**config.mk**
```make
export PLATFORM = sky130hd
export DESIGN_NAME = multicycle_seq_ctrl
export DESIGN_NICKNAME = d
export VERILOG_FILES = /design/src/rtl/multicycle_pkg.sv /design/src/rtl/multicycle_seq_ctrl_op_decode.sv /design/src/rtl/multicycle_seq_ctrl.sv
export SDC_FILE = /design/constraint.sdc
export NUM_CORES = 1
export LEC_CHECK = 0
export CORE_MARGIN = 2
export CORE_UTILIZATION = 53
export CTS_CLUSTER_SIZE = 20
export DETAILED_ROUTE_END_ITERATION = 12
export PLACE_DENSITY = 0.85
export REMOVE_ABC_BUFFERS = 1
export SETUP_SLACK_MARGIN = 0.1
export SLEW_MARGIN = 10
export SYNTH_ARGS = -nofsm -noshare
export SYNTH_HDL_FRONTEND = slang
export SYNTH_SLANG_ARGS = --single-unit
```
**constraint.sdc**
```tcl
create_clock -name clk -period 5.6 [get_ports clk]
set_clock_uncertainty 0.2 [all_clocks]
set_input_delay 0.84 -clock clk [delete_from_list [all_inputs] [get_ports clk]]
set_output_delay 0.84 -clock clk [all_outputs]
set_load 0.01 [all_outputs]
```
**src/rtl/multicycle_pkg.sv**
```systemverilog
// Shared types and encodings for the LEGv8 multi-cycle sequencing controller.
package multicycle_pkg;

    typedef enum logic [2:0] {
        IDLE, FETCH, DECODE, EXEC, MEM, WB, HALTED, ERROR
    } state_t;

    typedef enum logic [3:0] {
        ADDI, ADDS, SUBS, LDUR, STUR, CBZ, B, BLT, HALT, ILLEGAL
    } iclass_t;

    localparam logic [9:0]  OPC_ADDI   = 10'b1001000100;
    localparam logic [10:0] OPC_ADDS   = 11'b10101011000;
    localparam logic [10:0] OPC_SUBS   = 11'b11101011000;
    localparam logic [10:0] OPC_LDUR   = 11'b11111000010;
    localparam logic [10:0] OPC_STUR   = 11'b11111000000;
    localparam logic [7:0]  OPC_CBZ    = 8'b10110100;
    localparam logic [7:0]  OPC_BCOND  = 8'b01010100;
    localparam logic [4:0]  COND_LT    = 5'b01011;
    localparam logic [5:0]  OPC_B      = 6'b000101;
    localparam logic [31:0] INSTR_HALT = 32'hD440_0000;

    localparam logic [2:0] ALU_PASS_B = 3'b000;
    localparam logic [2:0] ALU_ADD    = 3'b010;
    localparam logic [2:0] ALU_SUB    = 3'b011;
    localparam logic [2:0] ALU_AND    = 3'b100;
    localparam logic [2:0] ALU_OR     = 3'b101;
    localparam logic [2:0] ALU_XOR    = 3'b110;

endpackage

```
**src/rtl/multicycle_seq_ctrl_op_decode.sv**
```systemverilog
// Combinational instruction classifier on the held instruction word.
module op_decode
    import multicycle_pkg::*;
(
    input  logic [31:0] ir,
    output iclass_t     iclass
);

    // HALT is an exact word match, so it is tested before the opcode fields
    always_comb begin
        iclass = ILLEGAL;
        if (ir == INSTR_HALT)                                  iclass = HALT;
        else if (ir[31:22] == OPC_ADDI)                        iclass = ADDI;
        else if (ir[31:21] == OPC_ADDS)                        iclass = ADDS;
        else if (ir[31:21] == OPC_SUBS)                        iclass = SUBS;
        else if (ir[31:21] == OPC_LDUR)                        iclass = LDUR;
        else if (ir[31:21] == OPC_STUR)                        iclass = STUR;
        else if (ir[31:24] == OPC_CBZ)                         iclass = CBZ;
        else if (ir[31:24] == OPC_BCOND && ir[4:0] == COND_LT) iclass = BLT;
        else if (ir[31:26] == OPC_B)                           iclass = B;
    end

endmodule

```
**src/rtl/multicycle_seq_ctrl.sv**
```systemverilog
// Multi-cycle FETCH/DECODE/EXEC/MEM/WB sequencer with memory handshakes,
// NZVC flag register, wait-state timeout and retired-instruction counter.
//
// state  | meaning
// IDLE   | one cycle after reset release
// FETCH  | imem_req held until imem_ack; IR loaded on ack
// DECODE | register read, classify IR
// EXEC   | ALU step; branches retire here
// MEM    | dmem_req held until dmem_ack (LDUR/STUR)
// WB     | register write-back, retire
// HALTED | HALT retired, wait for reset
// ERROR  | illegal opcode or memory timeout, wait for reset
module multicycle_seq_ctrl
    import multicycle_pkg::*;
#(
    parameter int MEM_TIMEOUT = 16,
    parameter int CNT_W       = 32
)(
    input  logic             clk,
    input  logic             rst,
    input  logic [31:0]      instruction,
    output logic             imem_req,
    input  logic             imem_ack,
    output logic             dmem_req,
    output logic             dmem_we,
    input  logic             dmem_ack,
    input  logic             zero,
    input  logic             negative,
    input  logic             overflow,
    input  logic             carry_out,
    output logic             ir_load,
    output logic             pc_write,
    output logic             br_taken,
    output logic             uncond_br,
    output logic             reg2loc,
    output logic             alu_src,
    output logic             mem_to_reg,
    output logic             reg_write,
    output logic [2:0]       alu_op,
    output logic [3:0]       flags,
    output logic             halted,
    output logic             error,
    output logic [CNT_W-1:0] instr_count
);

    localparam int TMR_W = $clog2(MEM_TIMEOUT + 1);

    state_t           state, state_nxt;
    iclass_t          iclass;
    logic [31:0]      ir;
    logic [TMR_W-1:0] tmr;
    logic             waiting;
    logic             retire;

    op_decode u_op_decode (.ir(ir), .iclass(iclass));

    always_ff @(posedge clk or negedge rst) begin
        if (!rst) state <= IDLE;
        else      state <= state_nxt;
    end

    assign waiting = (state == FETCH && !imem_ack) || (state == MEM && !dmem_ack);
    assign retire  = pc_write || (state == DECODE && iclass == HALT);

    // Wait-state timer reloads whenever no handshake is pending
    always_ff @(posedge clk or negedge rst) begin
        if (!rst) begin
            ir          <= '0;
            tmr         <= '0;
            flags       <= '0;
            instr_count <= '0;
        end else begin
            if (ir_load) ir <= instruction;
            if (waiting) tmr <= tmr - TMR_W'(1);
            else         tmr <= TMR_W'(MEM_TIMEOUT - 1);
            if (state == EXEC && (iclass == ADDS || iclass == SUBS))
                flags <= {negative, zero, overflow, carry_out};
            if (retire) instr_count <= instr_count + CNT_W'(1);
        end
    end

    always_comb begin
        state_nxt = state;
        case (state)
            IDLE:   state_nxt = FETCH;
            FETCH:  if (imem_ack)        state_nxt = DECODE;
                    else if (tmr == '0)  state_nxt = ERROR;
            DECODE: case (iclass)
                        HALT:    state_nxt = HALTED;
                        ILLEGAL: state_nxt = ERROR;
                        default: state_nxt = EXEC;
                    endcase
            EXEC:   case (iclass)
                        ADDI, ADDS, SUBS: state_nxt = WB;
                        LDUR, STUR:       state_nxt = MEM;
                        CBZ, B, BLT:      state_nxt = FETCH;
                        default:          state_nxt = ERROR;
                    endcase
            MEM:    if (dmem_ack)        state_nxt = (iclass == LDUR) ? WB : FETCH;
                    else if (tmr == '0)  state_nxt = ERROR;
            WB:     state_nxt = FETCH;
            HALTED: state_nxt = HALTED;
            ERROR:  state_nxt = ERROR;
            default: state_nxt = ERROR;
        endcase
    end

    // ALU controls stay valid through MEM and WB so the datapath result is stable
    always_comb begin
        imem_req   = 1'b0;
        dmem_req   = 1'b0;
        dmem_we    = 1'b0;
        ir_load    = 1'b0;
        pc_write   = 1'b0;
        br_taken   = 1'b0;
        uncond_br  = 1'b0;
        reg2loc    = 1'b0;
        alu_src    = 1'b0;
        mem_to_reg = 1'b0;
        reg_write  = 1'b0;
        alu_op     = ALU_PASS_B;
        halted     = (state == HALTED);
        error      = (state == ERROR);
        if (state == EXEC || state == MEM || state == WB) begin
            case (iclass)
                ADDI:       begin alu_src = 1'b1; alu_op = ALU_ADD; end
                ADDS:       alu_op = ALU_ADD;
                SUBS:       alu_op = ALU_SUB;
                LDUR:       begin alu_src = 1'b1; alu_op = ALU_ADD; end
                STUR:       begin alu_src = 1'b1; alu_op = ALU_ADD; reg2loc = 1'b1; end
                CBZ:        reg2loc = 1'b1;
                default:    alu_op = ALU_PASS_B;
            endcase
        end
        case (state)
            FETCH: begin
                imem_req = 1'b1;
                ir_load  = imem_ack;
            end
            EXEC: begin
                case (iclass)
                    CBZ:     begin pc_write = 1'b1; br_taken = zero; end
                    B:       begin pc_write = 1'b1; br_taken = 1'b1; uncond_br = 1'b1; end
                    BLT:     begin pc_write = 1'b1; br_taken = flags[3] ^ flags[1]; end
                    default: pc_write = 1'b0;
                endcase
            end
            MEM: begin
                dmem_req = 1'b1;
                dmem_we  = (iclass == STUR);
                pc_write = dmem_ack && (iclass == STUR);
            end
            WB: begin
                reg_write  = 1'b1;
                mem_to_reg = (iclass == LDUR);
                pc_write   = 1'b1;
            end
            default: pc_write = 1'b0;
        endcase
    end

endmodule

```
# Word-level counts from Yosys, hierarchy flattened

Memories as Yosys holds them, arrays and structs flattened.
Index checks and enable logic that the tools add are counted.

Register bits: 76
Bits in read-only memories: 16
Input bits: 40
Output and inout port bits: 52
Word-level logic and storage cells: 91
Memories: 1

Add/sub/neg operators: 2
Eq/ne operators: 26
Mux-type cells: 35
Bitwise logic cells: 1
Reduce and logical (&&, ||, !) cells: 21

Memories:

| memory           | depth | width | rd ports | clocked after Yosys merged registers in | wr ports | RTL line                  | text |
|---|---|---|---|---|---|---|---|
| (name not given) | 8     | 2     | 1        | 0                                       | 0        | multicycle_seq_ctrl.sv:93 | `EXEC: case (iclass)` |

Operators with widths:

| kind                  | count |
|---|---|
| $eq 11x11->1 const B  | 4 |
| $mux 4                | 9 |
| $add 32x1->32 const B | 1 |
| $eq 32x32->1 const B  | 1 |
| $pmux 3 s7            | 1 |
| $eq 4x3->1 const B    | 4 |
| $mux 3                | 5 |
| $mux 1                | 14 |
| $eq 3x3->1 const B    | 4 |
| $eq 10x10->1 const B  | 1 |
| $eq 4x2->1 const B    | 2 |
| $eq 4x4->1 const B    | 2 |
| $eq 8x7->1 const B    | 1 |
| $eq 8x8->1 const B    | 1 |
| $eq 3x2->1 const B    | 2 |
| $eq 6x3->1 const B    | 1 |
| $logic_and 1x1->1     | 6 |
| $pmux 1 s3            | 2 |
| $pmux 3 s2            | 1 |
| $reduce_or 3->1       | 2 |
| $eq 5x4->1 const B    | 1 |
| $logic_not 5->1       | 1 |
| $logic_or 1x1->1      | 5 |
| $mux 5                | 1 |
| other kinds (11)      | 13 |

# Logic depth before layout (Yosys ltp)

Word-level depth: 15
Depth in mapped cells: 9
Gate-level depth less buffers: 8

# Modules after synthesis

From an unflattened synthesis, not the netlist that was laid out.

Cells, all modules: 347
Area total of the unflattened synthesis: 3,807.4 um^2

By module, submodules not included:

| module              | instances | cells an instance | area an instance (um^2) | sequential area each (um^2) |
|---|---|---|---|---|
| multicycle_seq_ctrl | 1         | 307               | 3,508.4                 | 1,901.8 |
| op_decode           | 1         | 40                | 299.0                   | 0.0 |

# Worst setup path before layout

OpenSTA, ideal clock, no wires.

Kind: register to output
From: register ir[23]
To: output port alu_op[1]
Arrival time: 1.757 ns
Data required time: 4.560 ns
Path slack: 2.803 ns
Stages on the path, launching flop included: 7
Buffers on the path: 0
Cells stage by stage: dfrtp_1 > or4b_4 > nand2b_1 > a21o_1 > nand3_2 > nor2b_1 > nor3_1

Cells in the longest elaborated chain, start to end: 11
Elaborated cells on any way between the ends: 20
Those cells by class: 10 x eq/ne; 8 x mux; 2 x reduce/logical

Ends and longest elaborated chain:

| item                               | RTL line                            | text |
|---|---|---|
| start, declared                    | multicycle_seq_ctrl.sv:50           | `logic [31:0] ir;` |
| start signal, assigned             | multicycle_seq_ctrl.sv:73           | `if (ir_load) ir <= instruction;` |
| $eq 11x11->1                       | multicycle_seq_ctrl_op_decode.sv:17 | `else if (ir[31:21] == OPC_STUR) iclass = STUR;` |
| $mux 4                             | multicycle_seq_ctrl_op_decode.sv:17 |  |
| $mux 4                             | multicycle_seq_ctrl_op_decode.sv:16 | `else if (ir[31:21] == OPC_LDUR) iclass = LDUR;` |
| $mux 4                             | multicycle_seq_ctrl_op_decode.sv:15 | `else if (ir[31:21] == OPC_SUBS) iclass = SUBS;` |
| $mux 4                             | multicycle_seq_ctrl_op_decode.sv:14 | `else if (ir[31:21] == OPC_ADDS) iclass = ADDS;` |
| $mux 4                             | multicycle_seq_ctrl_op_decode.sv:13 | `else if (ir[31:22] == OPC_ADDI) iclass = ADDI;` |
| $mux 4 (*)                         | multicycle_seq_ctrl_op_decode.sv:12 | `if (ir == INSTR_HALT) iclass = HALT;` |
| $eq 4x1->1 (tied with other cells) | multicycle_seq_ctrl.sv:125          | `case (iclass)` |
| $reduce_or 4->1 (no source line)   | n/a                                 |  |
| $pmux 2 s2 (*)                     | multicycle_seq_ctrl.sv:125          |  |
| $mux 2 (*)                         | multicycle_seq_ctrl.sv:124          | `if (state == EXEC \|\| state == MEM \|\| state == WB) begin` |
| end, declared                      | multicycle_seq_ctrl.sv:39           | `output logic [2:0] alu_op,` |

Mark *: on every way between the ends. The rest lies on a longest branch, timed or not.

# Final worst setup path

Same ends and word-level chain as after synthesis.

==> metrics.cfg <==
[hold_path]
min_path_cells=1
min_to=instr_count[31]
hold_path.class=reg2reg
hold_start=instr_count[31]

[placed_design]
dp_hpwl_um=5973
dpl_worst_slack_ns=2.027
port-buffer-count=90
place_congestion=0.9046

[clocking]
cts.sinks=76
ctsResizeCount=0
clk_pin_slew_worst_paths_ns=0.08
root_buffer=clkbuf_8
clk_latency_ns=0.35
post-cts-setup-buffer-count=0
cts_tree=yes
cts_buffers=9
cts_htree_levels=3
holdBufCountCts=0
clockBufferDepth=2

[floorplan]
io_pins=92
initial_core_util=0.5509
die_area_sq_um=7792
die_w_um=88.27
rows=30
core_sq_um=6832
die_h_um=88.27

[critical_path]
path_class=reg2out
path_max_fanout=4
cp-start-kind=flip-flop
cp.arrival_ns=2.71
r2r-start=ir[27]
r2r_slack_ns=2.69
reg2reg_to=instr_count[22]
worstRegToRegCells=8
crit_path_end_kind=output port
required_ns=4.56

[sta]
final.period_utilization=0.6689
rsz0062_at_grt=no
final.min_clock_period_ns=3.746
setup_slack_ns=1.854
fmax_ghz=0.2669
holdWs_ns=0.2642
hold_viol=0
tns_ns=0
final_max_slew_viol_count=0
setup_violations=0
worst_slew_pin_slew_ns=0.9303
slew_headroom=0.3798

[yosys]
netlist_instances=341
synthFlopType=dfrtp_1
ys_types=49
yosysSeqAreaShare=0.5053
synthTopCellsByArea=dfrtp_1, xor2_1, mux2_2
synth-edff-count=0
ys_ff_latch=76
yosys_warnings=0
synth_top_area_share=0.5053
netlist.top_cell.by_area=dfrtp_1
avgSynthCellArea_sq_um=11.04
syn_area_sq_um=3764
synthArstFlopShare=1.000

[pwr]
power_uw=1055
p_leak_uw=0.002024
ir_drop_mv=0.1439
p_per_area_nw_per_um2=212.9

[layout]
nNetsFinal=473
drive_gt1_frac=0.1124
final_util=0.7253
area_growth_pct=31.65
diodes=0

[drt]
drt_first_pass_iters=4
antenna_left=0
wl_um=8577
route.vias.total=2974
route.detailed.drc=0
first_iter_violations=157
drt-vias-per-instance=5.590
avgRoutedWirePerCell_um=16.12

[status]
status=complete, no violations

[global_routing]
antenna_found_initial=0
grt_usage=0.2415
grt_pass1_wl_um=14480
use_met2=0.3889
grt.overflow.total=0
use_met3=0.05690
grt_max_degree=77
gr-max-usage-layer=met2
grt_pass1_vias=3041
grt_use_met1=0.3228

[flow_run]
cap_violations=0

-- per-layer routing --
layer	part of all wire	vias up
met5	0	-
met2	0.47	102
met4	0.017	0
met3	0.056	12
li1	-	1408
met1	0.46	1452
-- registers in the layout, summed over array words and instances, names as in the netlist --
name and cells:
flags 4, instr_count 32, ir 32, state 3
tmr 5
-- worst max path at each step --
stage,from,end,slack [ns],cells after the start
2_1_floorplan,ir[23],instr_count[1],2.73,6
3_3_place_gp,imem_ack,ir_load,2.04,4
3_5_place_dp,imem_ack,ir_load,2.03,4
4_1_cts,ir[23],alu_op[1],1.84,7
5_1_grt,ir[23],alu_op[1],1.70,7
6_report,ir[23],alu_op[1],1.85,7
-- worst max-delay path: stages (launching register included) --
cell             delay (ns)
dfrtp_1                0.41
or4b_4                 0.58
nand2b_1               0.17
a21o_1                 0.23
nand3_2                0.13
nor2b_1                0.08
nor3_1                 0.19
clkdlybuf4s50_1        0.57
-- through the flow --
step | instances | area [sq um]
after CTS | 532 | 4955
after global placement | 516 | 4737
after global routing | 532 | 4955
after floorplan | 328 | 3704
final | 532 | 4955
after detailed placement | 516 | 4737
-- area by class of cell --
class | instances | area (sq um)
Multi-Input combinational cell | 244 | 1772
Fill cell | 509 | 1877
Sequential cell | 76 | 1902
Inverter | 8 | 30.03
Tap cell | 96 | 120.1
Timing Repair Buffer | 92 | 913.4
Clock buffer | 12 | 145.1
Clock inverter | 4 | 72.57
-- report_power, final --
part / switching (uW) / internal (uW) / leakage [uW] / total, uW
registers: 0.924 / 550 / 0.000907 / 551
clock network: 196 / 263 / 0.000107 / 459
logic: 17.7 / 27.6 / 0.00101 / 45.3
-- kinds of logic after synthesis --
logic type	share of synthesized area
compound gates	0.05353
fa+ha+maj	0.006648
other cells	0.0009964
buf+inv	0.02393
flops	0.5053
simple gates	0.2198
mux	0.1107
xor+xnor	0.07912
-- cell usage after synthesis, drive strengths merged (8+ instances only) --
cell	instances
nor4	8
xor2	29
nand2	20
nand4	16
inv	8
nor2	19
mux2	37
nor3	22
o21ai	8
nand3	17
dfrtp	76
-- cells in the final DEF (no fill, tap or decap), types with 10 or more instances in the layout --
cell type	count
xor2_1	29
dfrtp_1	76
mux2_2	21
nor2_1	19
nand2_1	20
mux2_1	16
nand4_1	16
clkbuf_8	10
nand3_1	16
nor3_1	22
clkdlybuf4s50_1	89
No activity file was read; power rests on OpenSTA's default activity.
